<file path="src/rtl/rat_pkg.sv">
// Shared types for the interrupt/flag sequencer: FSM states and synchronizer depth.
package rat_pkg;

  typedef enum logic [1:0] {
    IDLE   = 2'd0,
    ENTRY  = 2'd1,
    ISR    = 2'd2,
    RETURN = 2'd3
  } state_t;

  localparam int SYNC_STAGES_DEF = 2;

endpackage

</file>
<file path="src/rtl/intr_sync.sv">
// Multi-flop synchronizer plus rising-edge detect for an asynchronous level input.
// Latency SYNC_STAGES cycles to EDGE_OUT; no backpressure, EDGE_OUT is a single-cycle pulse.
module intr_sync
  import rat_pkg::*;
#(
  parameter int SYNC_STAGES = SYNC_STAGES_DEF
) (
  input  logic CLK,
  input  logic RST,
  input  logic ASYNC_IN,
  output logic EDGE_OUT
);

  logic [SYNC_STAGES-1:0] sync_q;
  logic                   prev_q;

  always_ff @(posedge CLK) begin
    if (RST) begin
      sync_q <= '0;
      prev_q <= 1'b0;
    end else begin
      sync_q[0] <= ASYNC_IN;
      for (int i = 1; i < SYNC_STAGES; i++) begin
        sync_q[i] <= sync_q[i-1];
      end
      prev_q <= sync_q[SYNC_STAGES-1];
    end
  end

  assign EDGE_OUT = sync_q[SYNC_STAGES-1] & ~prev_q;

endmodule

</file>
<file path="src/rtl/int_flag_seq.sv">
// Interrupt entry/return sequencer driving flag-register controls; INT_TAKEN 1 cycle after qualify.
// No backpressure: CPU_READY gates entry, pending edges are held in PEND until taken.
module int_flag_seq
  import rat_pkg::*;
#(
  parameter int SYNC_STAGES = SYNC_STAGES_DEF
) (
  input  logic CLK,
  input  logic RST,
  input  logic INTR,
  input  logic CPU_READY,
  input  logic SEI,
  input  logic CLI,
  input  logic RETIE,
  output logic INT_TAKEN,
  output logic FLG_SHAD_LD,
  output logic FLG_LD_SEL,
  output logic FLG_C_LD,
  output logic FLG_Z_LD,
  output logic I_FLAG,
  output logic IN_ISR,
  output logic RETIE_ERR
);

  state_t state_q, state_nxt;
  logic   pend_q, pend_nxt;
  logic   i_flag_q, i_flag_nxt;
  logic   retie_err_q;
  logic   intr_edge;

  intr_sync #(.SYNC_STAGES(SYNC_STAGES)) u_intr_sync (
    .CLK      (CLK),
    .RST      (RST),
    .ASYNC_IN (INTR),
    .EDGE_OUT (intr_edge)
  );

  always_ff @(posedge CLK) begin
    if (RST) begin
      state_q     <= IDLE;
      pend_q      <= 1'b0;
      i_flag_q    <= 1'b0;
      retie_err_q <= 1'b0;
    end else begin
      state_q     <= state_nxt;
      pend_q      <= pend_nxt;
      i_flag_q    <= i_flag_nxt;
      retie_err_q <= RETIE && (state_q != ISR);
    end
  end

  always_comb begin
    state_nxt   = state_q;
    pend_nxt    = pend_q;
    i_flag_nxt  = i_flag_q;
    INT_TAKEN   = 1'b0;
    FLG_SHAD_LD = 1'b0;
    FLG_LD_SEL  = 1'b0;
    FLG_C_LD    = 1'b0;
    FLG_Z_LD    = 1'b0;
    case (state_q)
      IDLE: begin
        // Entry takes priority over SEI/CLI; CLI beats SEI.
        if (pend_q && i_flag_q && CPU_READY) begin
          state_nxt = ENTRY;
        end else if (CLI) begin
          i_flag_nxt = 1'b0;
        end else if (SEI) begin
          i_flag_nxt = 1'b1;
        end
      end
      ENTRY: begin
        INT_TAKEN   = 1'b1;
        FLG_SHAD_LD = 1'b1;
        i_flag_nxt  = 1'b0;
        pend_nxt    = 1'b0;
        state_nxt   = ISR;
      end
      ISR: begin
        if (RETIE) begin
          state_nxt = RETURN;
        end
      end
      RETURN: begin
        FLG_LD_SEL = 1'b1;
        FLG_C_LD   = 1'b1;
        FLG_Z_LD   = 1'b1;
        i_flag_nxt = 1'b1;
        state_nxt  = IDLE;
      end
      default: state_nxt = IDLE;
    endcase
    // A fresh edge always wins over the clear in ENTRY.
    if (intr_edge) begin
      pend_nxt = 1'b1;
    end
  end

  assign I_FLAG    = i_flag_q;
  assign IN_ISR    = (state_q != IDLE);
  assign RETIE_ERR = retie_err_q;

endmodule

</file>
<file path="config.mk">
export PLATFORM = sky130hd
export DESIGN_NAME = int_flag_seq
export DESIGN_NICKNAME = d
export VERILOG_FILES = /design/src/rtl/rat_pkg.sv /design/src/rtl/intr_sync.sv /design/src/rtl/int_flag_seq.sv
export SDC_FILE = /design/constraint.sdc
export NUM_CORES = 1
export LEC_CHECK = 0
export BUFFER_PORTS_ARGS = -buffer_cell sky130_fd_sc_hd__buf_2
export CAP_MARGIN = 20
export CORE_AREA = 3 3 40 42
export DETAILED_ROUTE_END_ITERATION = 16
export DIE_AREA = 0 0 43 45
export GPL_TIMING_DRIVEN = 1
export PLACE_DENSITY = 0.63
export SLEW_MARGIN = 20
export SYNTH_ARGS = -nofsm -noshare
export SYNTH_HDL_FRONTEND = slang
export SYNTH_SLANG_ARGS = --single-unit
export TNS_END_PERCENT = 30
</file>
<file path="constraint.sdc">
create_clock -name CLK -period 1.3 [get_ports CLK]
set_input_delay 0.26 -clock CLK [delete_from_list [all_inputs] [get_ports CLK]]
set_output_delay 0.26 -clock CLK [all_outputs]
set_load 0.01 [all_outputs]
</file>
### Word-level counts from Yosys, hierarchy flattened

Cells that the tools add are included.

* flip-flop bits (word level): 8
* bits of input ports: 7
* output and inout port bits: 8
* word-level logic and storage cells: 36

* equality and inequality tests: 8
* muxes and demuxes: 11
* bitwise gates (word level): 2
* reductions and logical operators: 9

Operator list (number)
* $ne 2x2->1 const B: 4
* $pmux 2 s4: 1
* $mux 1: 7
* $eq 2x2->1 const B: 2
* $mux 2: 2
* $reduce_bool 2->1: 2
* $logic_and 1x1->1: 3
* $ne 3x3->1 const B: 1
* $pmux 1 s3: 1
* $reduce_and 3->1: 1
* $reduce_bool 3->1: 1
* $eq 2x1->1 const B: 1
* $logic_not 2->1: 1
* $reduce_and 2->1: 1
* $and 1x1->1: 1
* $not 1->1: 1

### Depth between registers and ports, before layout

Gate-level depths: netlist of run 1.

* depth in word-level cells: 4
* mapped depth: 5

### Hierarchy

Synthesis of run 1 repeated with hierarchy kept, for this count alone.

* cell total of the unflattened synthesis: 41
* area, all modules: 397.9 µm²

By module, submodules not included
* int_flag_seq: instances 1, cells an instance 34, area an instance 310.3 µm², seq. area each 100.1 µm²
* intr_sync: instances 1, cells an instance 7, area an instance 87.6 µm², seq. area each 60.1 µm²

### Worst setup path after synthesis of run 1

Ideal clock, no wire load.

* path type: reg2reg
* start: register state_q[1]
* end: register i_flag_q (netlist: I_FLAG)
* library setup time: 0.072 ns
* data arrival time: 1.136 ns
* data required time: 1.228 ns
* setup slack: 0.093 ns
* stages on the path, launching flop included: 6
* clock period less this slack: 1.207 ns
* path through: dfxtp_1 inv_1 ha_1 nor2_1 a2bb2oi_1 mux2i_1

* cells in the longest elaborated chain, start to end: 3

Ends and longest elaborated chain
* start: declaration: line int_flag_seq.sv:25 `state_t state_q, state_nxt;`
* start signal: assignment: line int_flag_seq.sv:45 `state_q <= state_nxt;`
* $eq 2x2->1 (tied with other cells): line int_flag_seq.sv:61 `case (state_q)`
* $reduce_bool 3->1 (no line) (tied with other cells)
* $reduce_and 3->1 (no line)
* end signal: assignment: line int_flag_seq.sv:47 `i_flag_q <= i_flag_nxt;`
* end: declaration: line int_flag_seq.sv:27 `logic i_flag_q, i_flag_nxt;`

Parallel ways exist; a longest one is shown, timed or not.
A chain may end at the register's enable or synchronous reset.

### Final worst setup path of run 1

* start: register state_q[0]
* end: output FLG_SHAD_LD

* cells in the longest elaborated chain, start to end: 2

Ends and longest elaborated chain
* $eq 2x1->1: line int_flag_seq.sv:61
* $mux 1: line int_flag_seq.sv:61
* end: declaration: line int_flag_seq.sv:16 `output logic FLG_SHAD_LD,`

Every way passes these cells.

==> results of run 1 <==
## cells by family after synthesis
family	after synthesis	synth area share
and+or+nand+nor	13	0.190
muxes	2	0.0498
DFF	8	0.399
buffers and inverters	8	0.106
adders and majority gates	4	0.125
AOI/OAI and AO/OA	6	0.131
## power by group through the flow
stage               clock [mW]  combinational [mW]  sequential, mW
global route             0.202               0.300           0.287
detailed placement           0               0.230           0.285
global placement             0               0.229           0.285
CTS                      0.191               0.260           0.282
floorplan                    0               0.151           0.292
finish                   0.181               0.271           0.283
## sequential cells by signal, indices dropped and copies added (netlist names)
name                count
I_FLAG                  1
RETIE_ERR               1
pend_q                  1
state_q                 2
u_intr_sync.prev_q      1
u_intr_sync.sync_q      2
## worst paths after layout
kind	from	to	slack, ps	cells after the start
max	state_q[0]	FLG_SHAD_LD	20	3
min	INTR	u_intr_sync.sync_q[0]	230	2
max reg2reg	state_q[0]	I_FLAG	80	5
min reg2reg	u_intr_sync.sync_q[0]	u_intr_sync.sync_q[1]	440	1
## cell usage in the layout (no fill, tap or decap), types with 3 or more instances in the layout
cell type                  Yosys  final
sky130_fd_sc_hd__nor2b_1       4      4
sky130_fd_sc_hd__dfxtp_1       8      7
sky130_fd_sc_hd__inv_1         4      3
sky130_fd_sc_hd__buf_4         3      3
sky130_fd_sc_hd__buf_2         1     12
sky130_fd_sc_hd__nand2b_1      3      3
sky130_fd_sc_hd__clkbuf_4      0      3
## routing by layer
| metal | vias to the layer above | part of all wire |
|---|---|---|
| met4 | 0 | 0 |
| met2 | 10 | 0.47 |
| met5 | - | 0 |
| met3 | 0 | 0.10 |
| met1 | 133 | 0.42 |
| li1 | 163 | - |
## timing repair
action	CTS	global route
resized for setup	7	2
pin swaps	1	0
gates cloned	0	0
setup endpoints to repair	6	7
endpoints found under the hold margin	0	0
## layout make-up
class,instances,area share
multi-input combinational,25,0.408
sequential,8,0.296
timing repair buffer,17,0.193
clock buffer,3,0.0413
tap,15,0.0344
inverter,4,0.0275
## through the flow
| stage | total power, mW | instance area, µm² | utilization | instances | setup slack (ps) |
|---|---|---|---|---|---|
| 2_1_floorplan | 0.443 | 402 | - | 41 | 92.5 |
| 3_3_place_gp | 0.513 | 493 | 0.384 | 70 | 86.0 |
| 3_5_place_dp | 0.515 | 493 | 0.384 | 70 | 57.9 |
| 4_1_cts | 0.733 | 539 | 0.420 | 72 | -14.0 |
| 5_1_grt | 0.789 | 546 | 0.425 | 72 | -40.0 |
| 6_report | 0.734 | 546 | 0.425 | 72 | 15.7 |
==> impl_summary.log, run 1 <==
[metrics] register bit count reported by yosys: 8
[metrics] met3 GRT Util: 0.0677
[metrics] Logic pwr share: 0.369
[metrics] Synth Instances: 41
[metrics] DR WL/cell: 10.0 µm
[metrics] count of hold buffers inserted by post-cts repair: 0
[metrics] fraction of met1 tracks used by global routing: 0.101
[metrics] via count: 306
[metrics] violation count after the first detailed-routing iteration: 1
[metrics] core area: 1280 µm²
[metrics] Pre-Repair DR Iteration Count: 2
[metrics] Net Sw Power: 206 µW
[metrics] number of nets in the layout: 70
[metrics] total of buffers placed on input and output ports: 14
[metrics] area of the multi-input gates: 223 µm²
[metrics] critical path buffer and inverter count: 2
[metrics] maximum buffer depth of the clock tree: 2
[metrics] post-CTS repair timing setup buffer count: 0
[metrics] n_diodes: 0
[metrics] global routing usage summed across all routing layers: 0.0833
[metrics] largest net degree at the start of global routing: 11
[metrics] max-cap viol count: 0
[metrics] slowest stage cell, crit path: sky130_fd_sc_hd__dfxtp_2
[metrics] Max stage delay on crit path: 320 ps
[metrics] critical path peak fanout: 4
[metrics] transition time at the pin with the least slew margin: 180 ps
[metrics] WHS: 227 ps
[metrics] maximum ir drop on the vdd rail: 878 µV
[metrics] share of total power in the clock network: 0.246
[metrics] Congestion Overflow GR: 0
[metrics] Filler cells: 140
[metrics] leading register cell type out of synthesis: sky130_fd_sc_hd__dfxtp_1
[metrics] clock buffer count from CTS: 3
[metrics] number of nets with antenna violations after detailed routing: 0
[metrics] Area growth, synth to finish: 35.8%
[metrics] number of flops mapped to enable cells by yosys: 0
[metrics] total leakage power: 0.267 nW
[metrics] fraction of layout instances using a drive strength above 1: 0.491
[metrics] dominant cell type by area after synthesis: sky130_fd_sc_hd__dfxtp_1
[metrics] Avg Synthesized Cell Area: 9.80 µm²
[metrics] number of distinct library cells after synthesis: 18
[metrics] Die Ht: 45 µm
[metrics] clock period minus worst slack: 1280 ps
[metrics] worst setup path category: reg -> out
[metrics] final number of setup-violating endpoints: 0
[metrics] vias in the first global route: 268
[metrics] classification of the worst-slack hold path: in -> reg
[metrics] final number of hold-violating endpoints: 0
[metrics] Yosys top cell area share: 0.399
[metrics] count of yosys warnings during synthesis: 0
[metrics] sequence of cells on the critical path: buf_4, ha_2, buf_6
[metrics] cell internal pwr: 528 µW
[metrics] synthesized netlist net count: 52
[metrics] required time at the worst-slack endpoint: 1040 ps
[metrics] final WL: 720 µm
[metrics] TritonCTS clock tree: done
[metrics] synth cell count leaders: 8 x sky130_fd_sc_hd__dfxtp_1, 4 x sky130_fd_sc_hd__ha_1, 4 x sky130_fd_sc_hd__inv_1, 4 x sky130_fd_sc_hd__nor2b_1
[metrics] cell at the root of the clock tree: sky130_fd_sc_hd__clkbuf_4
[metrics] cell area after technology mapping: 402 µm²
[metrics] library cell with the highest instance count after synthesis: sky130_fd_sc_hd__dfxtp_1
[metrics] Die Width: 43 µm
[metrics] result of the run: complete, no violations
[metrics] final routed DRC violation total: 0
[metrics] part of the cycle the worst path needs: 0.988
[metrics] Max Fclk: 779 MHz
[metrics] asr flop ratio synth: 0
[metrics] Worst Setup End Kind: output port
[metrics] RSZ-0062 raised after global routing: true
[metrics] Std-Cell Rows: 13
[metrics] Final Max Slew Viols: 0
[metrics] Fin Setup TNS: 0 ps
[metrics] Clock transition at path regs: 50 ps
[metrics] CTS H-Tree Depth: 1
[metrics] global placement routability congestion: 0.688
[metrics] global routing met2 resource utilization: 0.123
[metrics] leading post-synthesis cells by cell area: sky130_fd_sc_hd__dfxtp_1 40%, sky130_fd_sc_hd__ha_1 12%, sky130_fd_sc_hd__nor2b_1 6.2%
[metrics] io pins: 15
[metrics] pwr dens: 1350 nW/µm²
[metrics] total area of sequential cells: 161 µm²
[metrics] switching share of total power: 0.281
[metrics] register share of total power: 0.385
[metrics] Post-Route Skew: 4.44 ps
[metrics] busiest metal layer after global routing: met2
[metrics] critical path startpoint category: flop
[metrics] Largest delay share family, worst path: flip-flops
[metrics] DP Wirelength: 555 µm
[metrics] Worst slew margin: 0.880
[metrics] Clk Latency, worst-skew pair: 250 ps
[metrics] initial antenna violation count: 0
[metrics] die area: 1940 µm²
[metrics] global-route wire length before repair: 1150 µm
[metrics] share of the yosys chip area belonging to registers: 0.399
[metrics] via density per instance: 4.25
[metrics] Critical Path AT: 1020 ps
[metrics] total clock sinks: 8
[metrics] starting density of the core: 0.313
Power figures use the tool's default switching activity.
==> run 2: changes to the inputs <==
CAP_MARGIN = 15   (was 20)
RECOVER_POWER = 50   (was not set)
==> impl_summary.log, run 2 (synthesized netlist as in run 1, its figures left out) <==
[metrics] result of the run: complete, no violations
[metrics] WHS: 227 ps (-0.00800 ps)
[metrics] n_diodes: 0 (unchanged)
[metrics] area of the multi-input gates: 223 µm² (unchanged)
[metrics] Largest delay share family, worst path: flip-flops
[metrics] CTS H-Tree Depth: 1 (unchanged)
[metrics] slowest stage cell, crit path: sky130_fd_sc_hd__dfxtp_2
[metrics] Congestion Overflow GR: 0 (unchanged)
[metrics] starting density of the core: 0.313 (unchanged)
[metrics] cell at the root of the clock tree: sky130_fd_sc_hd__clkbuf_4
[metrics] fraction of layout instances using a drive strength above 1: 0.456 (-0.0351)
[metrics] worst setup path category: reg -> out
[metrics] core area: 1280 µm² (unchanged)
[metrics] maximum buffer depth of the clock tree: 2 (unchanged)
[metrics] RSZ-0062 raised after global routing: true
[metrics] critical path startpoint category: flop
[metrics] global routing usage summed across all routing layers: 0.0833 (unchanged)
[metrics] Die Width: 43 µm (unchanged)
[metrics] io pins: 15 (unchanged)
[metrics] FF-to-FF setup slack: 80 ps (about the same)
[metrics] DP Wirelength: 555 µm (unchanged)
[metrics] final design utilization: 0.423 (-0.00195)
[metrics] number of nets with antenna violations after detailed routing: 0 (unchanged)
[metrics] initial antenna violation count: 0 (unchanged)
[metrics] vias in the first global route: 268 (unchanged)
[metrics] Reg2Reg Launch Point: state_q[0]
[metrics] classification of the worst-slack hold path: in -> reg
[metrics] stages on the worst setup path: 3 (unchanged)
[metrics] TritonCTS clock tree: done
[metrics] global placement routability congestion: 0.688 (unchanged)
[metrics] part of the cycle the worst path needs: 0.988 (about the same)
[metrics] via count: 306 (unchanged)
[metrics] total leakage power: 0.260 nW (-2.4%)
[metrics] clock buffer count from CTS: 3 (unchanged)
[metrics] final number of setup-violating endpoints: 0 (unchanged)
[metrics] total clock sinks: 8 (unchanged)
[metrics] Worst Setup End Kind: output port
[metrics] Worst slew margin: 0.717 (-0.163)
[metrics] Reg2Reg Depth: 5 (unchanged)
[metrics] number of nets in the layout: 70 (unchanged)
[metrics] DR WL/cell: 10.1 µm (+0.56%)
[metrics] via density per instance: 4.25 (unchanged)
[metrics] crit path capture: FLG_SHAD_LD
[metrics] sequence of cells on the critical path: buf_4, ha_2, buf_6
[metrics] final routed DRC violation total: 0 (unchanged)
[metrics] post-CTS repair timing setup buffer count: 0 (unchanged)
[metrics] violation count after the first detailed-routing iteration: 1 (unchanged)
[metrics] Clk Latency, worst-skew pair: 250 ps (about the same)
[metrics] Die Ht: 45 µm (unchanged)
[metrics] Critical Path AT: 1020 ps (about the same)
[metrics] leading cell type in the layout, fill and taps excluded: sky130_fd_sc_hd__buf_2
[metrics] max-cap viol count: 0 (unchanged)
[metrics] pwr dens: 1350 nW/µm² (+0.35%)
[metrics] Regs by FF count: state_q (2), u_intr_sync.sync_q (2)
[metrics] total area of sequential cells: 161 µm² (unchanged)
[metrics] leading cell types in the layout, fill and taps excluded: 10 x sky130_fd_sc_hd__buf_2, 7 x sky130_fd_sc_hd__dfxtp_1, 4 x sky130_fd_sc_hd__nor2b_1
[metrics] final number of hold-violating endpoints: 0 (unchanged)
[metrics] Std-Cell Rows: 13 (unchanged)
[metrics] Pre-Repair DR Iteration Count: 2 (unchanged)
[metrics] die area: 1940 µm² (unchanged)
[metrics] Max Fclk: 779 MHz (about the same)
[metrics] largest net degree at the start of global routing: 11 (unchanged)
[metrics] Post-Route Skew: 4.43 ps (-0.00911 ps)
[metrics] global-route wire length before repair: 1150 µm (unchanged)
[metrics] Final Max Slew Viols: 0 (unchanged)
[metrics] Clock transition at path regs: 50 ps (about the same)
[metrics] Area growth, synth to finish: 35.2%
[metrics] Filler cells: 140 (unchanged)
[metrics] critical path buffer and inverter count: 2 (unchanged)
[metrics] terminus of the critical flop-to-flop path: I_FLAG
[metrics] final WL: 724 µm (+0.56%)
[metrics] transition time at the pin with the least slew margin: 425 ps (+245 ps)
[metrics] critical path peak fanout: 4 (unchanged)
[metrics] required time at the worst-slack endpoint: 1040 ps (about the same)
[metrics] total of buffers placed on input and output ports: 14 (unchanged)
[metrics] Critical Path Source: state_q[0]
[metrics] maximum ir drop on the vdd rail: 888 µV (+1.1%)
[metrics] clock period minus worst slack: 1280 ps (+0.0128 ps)
[metrics] Max stage delay on crit path: 320 ps (about the same)
-- run 2: cell count changes in the layout (fill, tap and decap cells not counted) --
cell                       before  now
sky130_fd_sc_hd__buf_2         12   10
sky130_fd_sc_hd__clkbuf_1       0    2
-- run 2: worst reg2reg max path: stages (launching register included) --
cell	delay (ps)
sky130_fd_sc_hd__dfxtp_2	320
sky130_fd_sc_hd__buf_4	130
sky130_fd_sc_hd__ha_2	210
sky130_fd_sc_hd__nor2_1	160
sky130_fd_sc_hd__a2bb2oi_2	170
sky130_fd_sc_hd__mux2i_1	180
-- run 2: metrics by stage --
stage / area, µm² / total power, mW / setup TNS [ps] / setup WS (ps) / cells
2_1_floorplan: 402 / 0.443 / 0 / 92.5 / 41
3_3_place_gp: 493 / 0.513 / 0 / 86.0 / 70
3_5_place_dp: 493 / 0.515 / 0 / 57.9 / 70
4_1_cts: 539 / 0.733 / -21.0 / -14.0 / 72
5_1_grt: 543 / 0.788 / -223 / -40.0 / 72
6_report: 543 / 0.733 / 0 / 15.7 / 72
-- run 2: power by group --
group | switching [mW] | internal [mW] | total [mW]
logic | 0.119 | 0.150 | 0.270
registers | 0.0114 | 0.271 | 0.283
clock network | 0.0758 | 0.105 | 0.181
-- run 2: area by class of cell --
| cell class | instances | area share |
|---|---|---|
| multi-input combinational | 25 | 0.410 |
| sequential | 8 | 0.297 |
| inverter | 4 | 0.0276 |
| clock buffer | 3 | 0.0415 |
| timing repair buffer | 17 | 0.189 |
| tap | 15 | 0.0346 |
-- run 2: metal layers --
metal,GRT usage,share of wire,up-vias,routed length [µm]
li1,-,-,163,-
met1,0.101,0.42,133,304
met2,0.123,0.47,10,340
met3,0.0677,0.11,0,79
met4,0,0,0,0
met5,0,0,-,0
-- run 2: worst min-delay path by stage --
| stage | start | endpoint | cells after the start |
|---|---|---|---|
| finish | INTR | u_intr_sync.sync_q[0] | 2 |
| floorplan | INTR | u_intr_sync.sync_q[0] | 1 |
| global placement | u_intr_sync.sync_q[0] | u_intr_sync.sync_q[1] | 1 |
| detailed placement | u_intr_sync.sync_q[0] | u_intr_sync.sync_q[1] | 1 |
| global route | INTR | u_intr_sync.sync_q[0] | 2 |
| CTS | INTR | u_intr_sync.sync_q[0] | 2 |
-- run 2: timing repair --
| item | 4_1_cts | 5_1_grt |
|---|---|---|
| resized for setup | 7 | 2 |
| setup endpoints to repair | 6 | 7 |
| cloned | 0 | 0 |
| hold buffers | 0 | 0 |
| pin swaps | 1 | 0 |
